<file path="src/rtl/timestamp_capture_unit.sv">
// Free-running timestamp counter with load/adjust/wrap, plus NUM_CHANNELS
// independent single-entry capture registers that hold a snapshot until acked.
module timestamp_capture_unit #(
    parameter int TIME_STAMP_DWIDTH = 64,
    parameter int NUM_CHANNELS      = 4,
    parameter int INC_WIDTH         = 8,
    parameter int ADJ_WIDTH         = 32
) (
    input  logic                                      clk,
    input  logic                                      reset,
    input  logic                                      enable,
    input  logic [INC_WIDTH-1:0]                      inc_val,
    input  logic                                      load_valid,
    input  logic [TIME_STAMP_DWIDTH-1:0]              load_val,
    input  logic                                      adj_valid,
    input  logic [ADJ_WIDTH-1:0]                      adj_val,
    input  logic [NUM_CHANNELS-1:0]                   cap_req,
    input  logic [NUM_CHANNELS-1:0]                   cap_ack,
    output logic [TIME_STAMP_DWIDTH-1:0]              counter_val,
    output logic                                      wrap_pulse,
    output logic [NUM_CHANNELS-1:0]                   cap_valid,
    output logic [NUM_CHANNELS*TIME_STAMP_DWIDTH-1:0] cap_data,
    output logic [NUM_CHANNELS-1:0]                   cap_overrun
);

    localparam int W = TIME_STAMP_DWIDTH;

    // ------------------------------------------------------------------
    // Counter datapath
    // ------------------------------------------------------------------
    logic [W-1:0]                 counter_q;
    logic [W-1:0]                 counter_d;
    logic                         wrap_q;
    logic                         wrap_d;
    logic [W-1:0]                 inc_ext;
    logic [W-1:0]                 inc_term;
    logic signed [ADJ_WIDTH-1:0]  adj_signed;
    logic [W-1:0]                 adj_ext;
    logic [W:0]                   inc_sum;
    logic [W-1:0]                 adj_sum;

    assign inc_ext    = W'(inc_val);
    assign inc_term   = enable ? inc_ext : '0;
    assign adj_signed = adj_val;
    // Signed size cast sign-extends the offset to the counter width.
    assign adj_ext    = W'(adj_signed);
    assign inc_sum    = {1'b0, counter_q} + {1'b0, inc_ext};
    assign adj_sum    = counter_q + inc_term + adj_ext;

    always_comb begin
        counter_d = counter_q;
        wrap_d    = 1'b0;
        if (load_valid) begin
            counter_d = load_val;
        end else if (adj_valid) begin
            counter_d = adj_sum;
        end else if (enable) begin
            counter_d = inc_sum[W-1:0];
            wrap_d    = inc_sum[W];
        end
    end

    always_ff @(posedge clk) begin
        if (reset) begin
            counter_q <= '0;
            wrap_q    <= 1'b0;
        end else begin
            counter_q <= counter_d;
            wrap_q    <= wrap_d;
        end
    end

    assign counter_val = counter_q;
    assign wrap_pulse  = wrap_q;

    // ------------------------------------------------------------------
    // Capture channels
    // Handshake: cap_valid high means cap_data holds an unconsumed snapshot;
    // a cap_ack while cap_valid is high consumes it (and may be paired with a
    // cap_req in the same cycle to relatch); cap_ack while empty is ignored.
    // The per-channel state is visible directly as cap_valid.
    // ------------------------------------------------------------------
    typedef enum logic {
        CH_EMPTY = 1'b0,
        CH_FULL  = 1'b1
    } ch_state_t;

    for (genvar g = 0; g < NUM_CHANNELS; g++) begin : g_chan
        ch_state_t    state_q;
        ch_state_t    state_d;
        logic [W-1:0] data_q;
        logic [W-1:0] data_d;
        logic         ovr_q;
        logic         ovr_d;

        always_comb begin
            state_d = state_q;
            data_d  = data_q;
            ovr_d   = ovr_q;
            case (state_q)
                CH_EMPTY: begin
                    if (cap_req[g]) begin
                        state_d = CH_FULL;
                        data_d  = counter_q;
                    end
                end
                CH_FULL: begin
                    if (cap_ack[g]) begin
                        ovr_d = 1'b0;
                        if (cap_req[g]) begin
                            data_d = counter_q;
                        end else begin
                            state_d = CH_EMPTY;
                        end
                    end else if (cap_req[g]) begin
                        ovr_d = 1'b1;
                    end
                end
                default: begin
                    state_d = CH_EMPTY;
                end
            endcase
        end

        always_ff @(posedge clk) begin
            if (reset) begin
                state_q <= CH_EMPTY;
                data_q  <= '0;
                ovr_q   <= 1'b0;
            end else begin
                state_q <= state_d;
                data_q  <= data_d;
                ovr_q   <= ovr_d;
            end
        end

        assign cap_valid[g]           = (state_q == CH_FULL);
        assign cap_data[g*W +: W]     = data_q;
        assign cap_overrun[g]         = ovr_q;
    end

endmodule
</file>
<file path="config.mk">
export PLATFORM = sky130hd
export DESIGN_NAME = timestamp_capture_unit
export DESIGN_NICKNAME = d
export VERILOG_FILES = /design/src/rtl/timestamp_capture_unit.sv
export SDC_FILE = /design/constraint.sdc
export NUM_CORES = 1
export LEC_CHECK = 0
export ABC_AREA = 1
export ABC_CLOCK_PERIOD_IN_PS = 3400
export BUFFER_PORTS_ARGS = -buffer_cell sky130_fd_sc_hd__buf_2
export CAP_MARGIN = 20
export CELL_PAD_IN_SITES_DETAIL_PLACEMENT = 2
export CELL_PAD_IN_SITES_GLOBAL_PLACEMENT = 2
export CORE_ASPECT_RATIO = 1.25
export CORE_UTILIZATION = 26
export CTS_CLUSTER_SIZE = 20
export DETAILED_ROUTE_END_ITERATION = 6
export PLACE_DENSITY = 0.78
export SYNTH_ARGS = -nofsm -noshare
export SYNTH_HDL_FRONTEND = slang
export SYNTH_SLANG_ARGS = --single-unit
</file>
<file path="constraint.sdc">
create_clock -name clk -period 3.4 [get_ports clk]
set_input_delay 0.85 -clock clk [delete_from_list [all_inputs] [get_ports clk]]
set_output_delay 0.85 -clock clk [all_outputs]
set_load 0.005 [all_outputs]
</file>
**Word-level counts from Yosys, hierarchy flattened**

Cells that the tools add are included.

- Bits in registers: 329
- Input port bits: 117
- Output and inout port bits: 329
- Logic and storage cells: 72

- Add/sub/neg operators: 3
- Equality and inequality tests: 4
- Mux-type cells: 36
- Bitwise operators: 5
- Reduce and logical (&&, ||, !) cells: 10

Operators with widths:

| kind | count |
|---|---|
| 64-bit two-way mux | 11 |
| 64-bit case mux with 2 select lines | 4 |
| 64-bit by 8-bit adder with 65-bit output | 1 |
| 64-bit adder | 1 |
| 64-bit by 8-bit adder with 64-bit output | 1 |
| 1-bit two-way mux | 16 |
| 8-bit two-way mux | 1 |
| 2-bit != test (second input constant) | 4 |
| 1-bit case mux with 2 select lines | 4 |
| 2-bit AND reduction | 4 |
| 2-bit nonzero test | 4 |
| 1-bit inverter | 5 |
| 4-bit OR reduction | 1 |
| 3-bit nonzero test | 1 |

**Logic depth before layout (Yosys ltp)**

- Depth in word-level cells: 5
- Mapped depth: 22
- Mapped depth without buffers: 21

**Worst setup path before layout**

No wires, ideal clock.

- Path type: input to register
- Start: in enable
- End: reg counter_q[53] (netlist: counter_val[53])
- Arrival time: 3.155 ns
- Required time: 3.281 ns
- Slack: 0.126 ns
- Stages: 21
- Cells stage by stage: buf_2 -> nand2_1 -> inv_1 -> fa_1 -> ha_1 -> inv_1 -> fa_1 -> inv_1 -> nand3_1 -> nand3_1 -> nand3_1 -> nand3_1 -> nand2_1 -> nand2_1 -> nand2_1 -> nand2_1 -> nand2_1 -> nand3_1 -> nand3_1 -> nand2_1 -> a21oi_1

- Cells in the longest elaborated chain, start to end: 5
- Elaborated cells between the ends (all ways): 6

Ends and longest elaborated chain:

| item | RTL line | text |
|---|---|---|
| start: declaration | 11 | `input logic enable,` |
| 8-bit two-way mux | 43 | `assign inc_term = enable ? inc_ext : '0;` |
| 64-bit by 8-bit adder with 64-bit output | 48 | `assign adj_sum = counter_q + inc_term + adj_ext;` |
| 64-bit adder | 48 |  |
| 64-bit two-way mux | 55 | `end else if (adj_valid) begin` |
| 64-bit two-way mux | 53 | `if (load_valid) begin` |
| end signal: assignment | 68 | `counter_q <= counter_d;` |
| end: declaration | 31 | `logic [W-1:0] counter_q;` |

Several ways; a longest one is shown, not always the timed one.
A chain may end at the register's enable or synchronous reset.

**Final worst setup path**

- Start: in enable
- End: reg counter_q[54] (netlist: counter_val[54])

Same word-level chain as after synthesis.

==> impl_results.md <==
* Sequential fraction of the synthesis area at 0.316
* Max-cap violations at 0
* CTS Sinks at 329
* Fin. Hold Viols at 0
* I/O Buffers at 445
* Nets at 4150
* Largest net degree at the start of global routing at 108
* Setup violators final at 0
* Worst skew pair latency at 0.60 ns
* Post-route ant nets at 0
* Via count at 25615
* Crit path buf inv count at 3
* VDD IR max at 0.335 mV
* Total GRT Usage at 0.298
* Post-Place Cell Area at 26200 um^2
* Placement Rows at 115
* Data required time of the critical path at 3.85 ns
* Via density at 5.14
* Die X at 255 um
* Delay-heaviest family, CP: simple AND/OR/NAND/NOR gates
* Cell Area, Synth at 20800 um^2
* Static Leakage at 14.2 nW
* Status: finished clean
* Core area at 79000 um^2
* Postcts setup bufs at 0
* Initial Utilization at 0.264
* Slowest-stage cell, CP: fa_1
* Final core occ at 0.349
* RSZ-0062 raised after global routing: no
* DR pass1 iterations at 5
* Die Y at 318 um
* CTS tree: done
* Setup crit start kind: primary input
* Hold buffers post-CTS at 0
* Worst slew margin at 0.430
* Post-synth top area share at 0.316
* Post-synth EDFFs at 0
* Initial antenna violation count at 6
* Syn Nets at 3515
* Yosys top cell by area: dfxtp_1
* Reg clk slew, reported paths at 0.06 ns
* Worst-Margin Slew at 0.855 ns
* Drt drc at 0
* # placed instances at 4909
* CP endpoint kind: register
* Crit-path cells: buf_4 -> nand2_1 -> inv_1 -> fa_1 -> ha_1 -> nand2_1 -> nor2_2 -> nand2_1 -> buf_4 -> nor2_1 -> nand2_1 -> nand3b_1 -> nand2_1 -> nand2_1 -> nand2_1 -> nand3_1 -> nand2_1 -> nand2_1 -> a21oi_2
* Final min period at 3.25 ns
* CP Max Fanout at 9
* Seq cells post-synth at 329
* Final Wtd Congestion at 0.967
* Critical Path AT at 3.71 ns
* Cell count after synthesis at 3263
* Syn. warnings at 0
* Synth Flop Type: dfxtp_1
* Yosys cell types at 47
* Final Slew Violations at 0
* Crit Path Class: primary input to register
* Routed WL per cell at 24.8 um
* DP Wirelength at 97.9 mm
* PwrDens at 481 nW/um^2
* Full die area at 81200 um^2
* Post-route clock period utilization at 0.956
* TritonCTS Buffers at 40
* Layout cells sized above 1 at 0.230
* Drt total wl at 124 mm
* Main area contributors after synthesis: dfxtp_1, nand2_1, a21oi_1
* GR Overflow Total at 0
* Cell mode on critical path: nand2_1
* Post-route setup TNS at 0 ns
* Peak Freq at 308 MHz
* Crit-path max cell delay at 0.41 ns
* Clock skew at 0.0300 ns
* Root Buffer: clkbuf_16
* Final Power at 13.3 mW
* Global-route wire length before repair at 178 mm
* DRT iter0 DRCs at 1433
* Asr flop ratio synth at 0
* CTS H-Tree Depth at 2
* Post_cts resized at 0
* Final Cell Area at 27600 um^2
* Synthesized area per cell at 6.38 um^2
* Final non-filler cell total at 4980
* Area Overhead vs Synth at 32.4%
* Maximum clock insertion buffer count at 3
* Vias in the first global route at 27339
* Hold WC Path Type: primary input to register
* I/O pin cnt at 446
## where the power goes
group	switching (mW)	leakage [nW]	internal (mW)	total (mW)
Combinational	2.76	10.8	1.55	4.31
Clock	1.94	0.653	2.63	4.57
Sequential	0.214	2.72	4.18	4.39
Total	4.91	14.2	8.36	13.3
## path summary, 6_finish.rpt
path | start | to | slack (ns) | cells past startpoint
worst max register to register | counter_val[0] | counter_val[18] | 0.33 | 17
worst min register to register | g_chan[3].data_q[56] | g_chan[3].data_q[56] | 0.48 | 2
worst max-delay path | enable | counter_val[54] | 0.15 | 19
worst min-delay path | cap_ack[3] | g_chan[3].ovr_q | 0.46 | 2
## cells in the mapped netlist, types with 7 or more instances
master / instances
nand3_1: 133
buf_2: 19
or2_2: 20
o21ai_0: 374
nand4_1: 34
inv_1: 371
buf_4: 9
ha_1: 125
o21bai_1: 12
inv_2: 12
nor3_2: 7
clkbuf_1: 115
nand3b_1: 15
nor3_1: 30
nand2_1: 790
nor2_2: 7
a21oi_1: 396
fa_1: 10
dfxtp_1: 329
nand2_2: 13
nor2_1: 346
xor2_1: 29
## worst reg2reg max path, stage by stage (launching register included)
cell	delay [ns]
dfxtp_1	0.40
inv_2	0.11
fa_1	0.39
inv_1	0.08
ha_1	0.20
buf_4	0.13
nand3_1	0.09
nor2_1	0.12
buf_4	0.15
nand2_1	0.06
nand3_1	0.17
nand2_1	0.08
nand2_1	0.18
buf_4	0.15
o21ai_0	0.07
a21oi_1	0.25
o21ai_0	0.17
a21oi_1	0.19
## cells in the final DEF, fill, tap and decap left out, types with 125 or more instances in the layout
master,count
a21oi_1,395
nor2_1,345
nand2_1,784
ha_1,125
o21ai_0,374
buf_2,443
nand3_1,130
dfxtp_1,329
inv_1,367
buf_4,286
## layer usage
layer | vias up | track usage | share of wire | routed length (um)
met5 | - | 0 | 0.000089 | 11
met4 | 2 | 0.166 | 0.060 | 7370
met3 | 249 | 0.0307 | 0.041 | 5010
met2 | 731 | 0.526 | 0.49 | 61200
met1 | 12778 | 0.346 | 0.40 | 50100
li1 | 11855 | - | - | -
## state kept, by name, summed over array words and instances (netlist names)
signal / cells
g_chan.ovr_q: 4
g_chan.state_q: 4
counter_val: 64
g_chan.data_q: 256
wrap_pulse: 1
## metrics by stage
step | hold slack, ns | setup slack [ns]
6_report | 0.462 | 0.149
5_1_grt | 0.464 | 0.0108
4_1_cts | 0.439 | 0.0601
3_5_place_dp | 0.468 | -0.518
3_3_place_gp | 0.456 | -0.416
2_1_floorplan | 0.460 | 0.126
## logic make-up (layout without fill, tap and decap cells)
group | count (synthesis) | after routing | synth area share
adder cells (fa/ha/maj) | 135 | 135 | 0.0847
AO/OA/AOI/OAI | 814 | 814 | 0.201
AND/OR/NAND/NOR | 1414 | 1414 | 0.284
other | 0 | 4 | 0
buffers and inverters | 536 | 1196 | 0.0996
XOR/XNOR | 35 | 35 | 0.0147
flip-flops | 329 | 329 | 0.316
## layout make-up
class,instances,area (um^2)
diodes,4,10.0
multi-input cells,2398,12200
inverters,385,1460
clock inverters,15,218
flip-flops and latches,329,6590
clock buffers,52,1120
fillers,9639,51400
well taps,1053,1320
repair buffers,744,4650
Power figures use the tool's default switching activity.
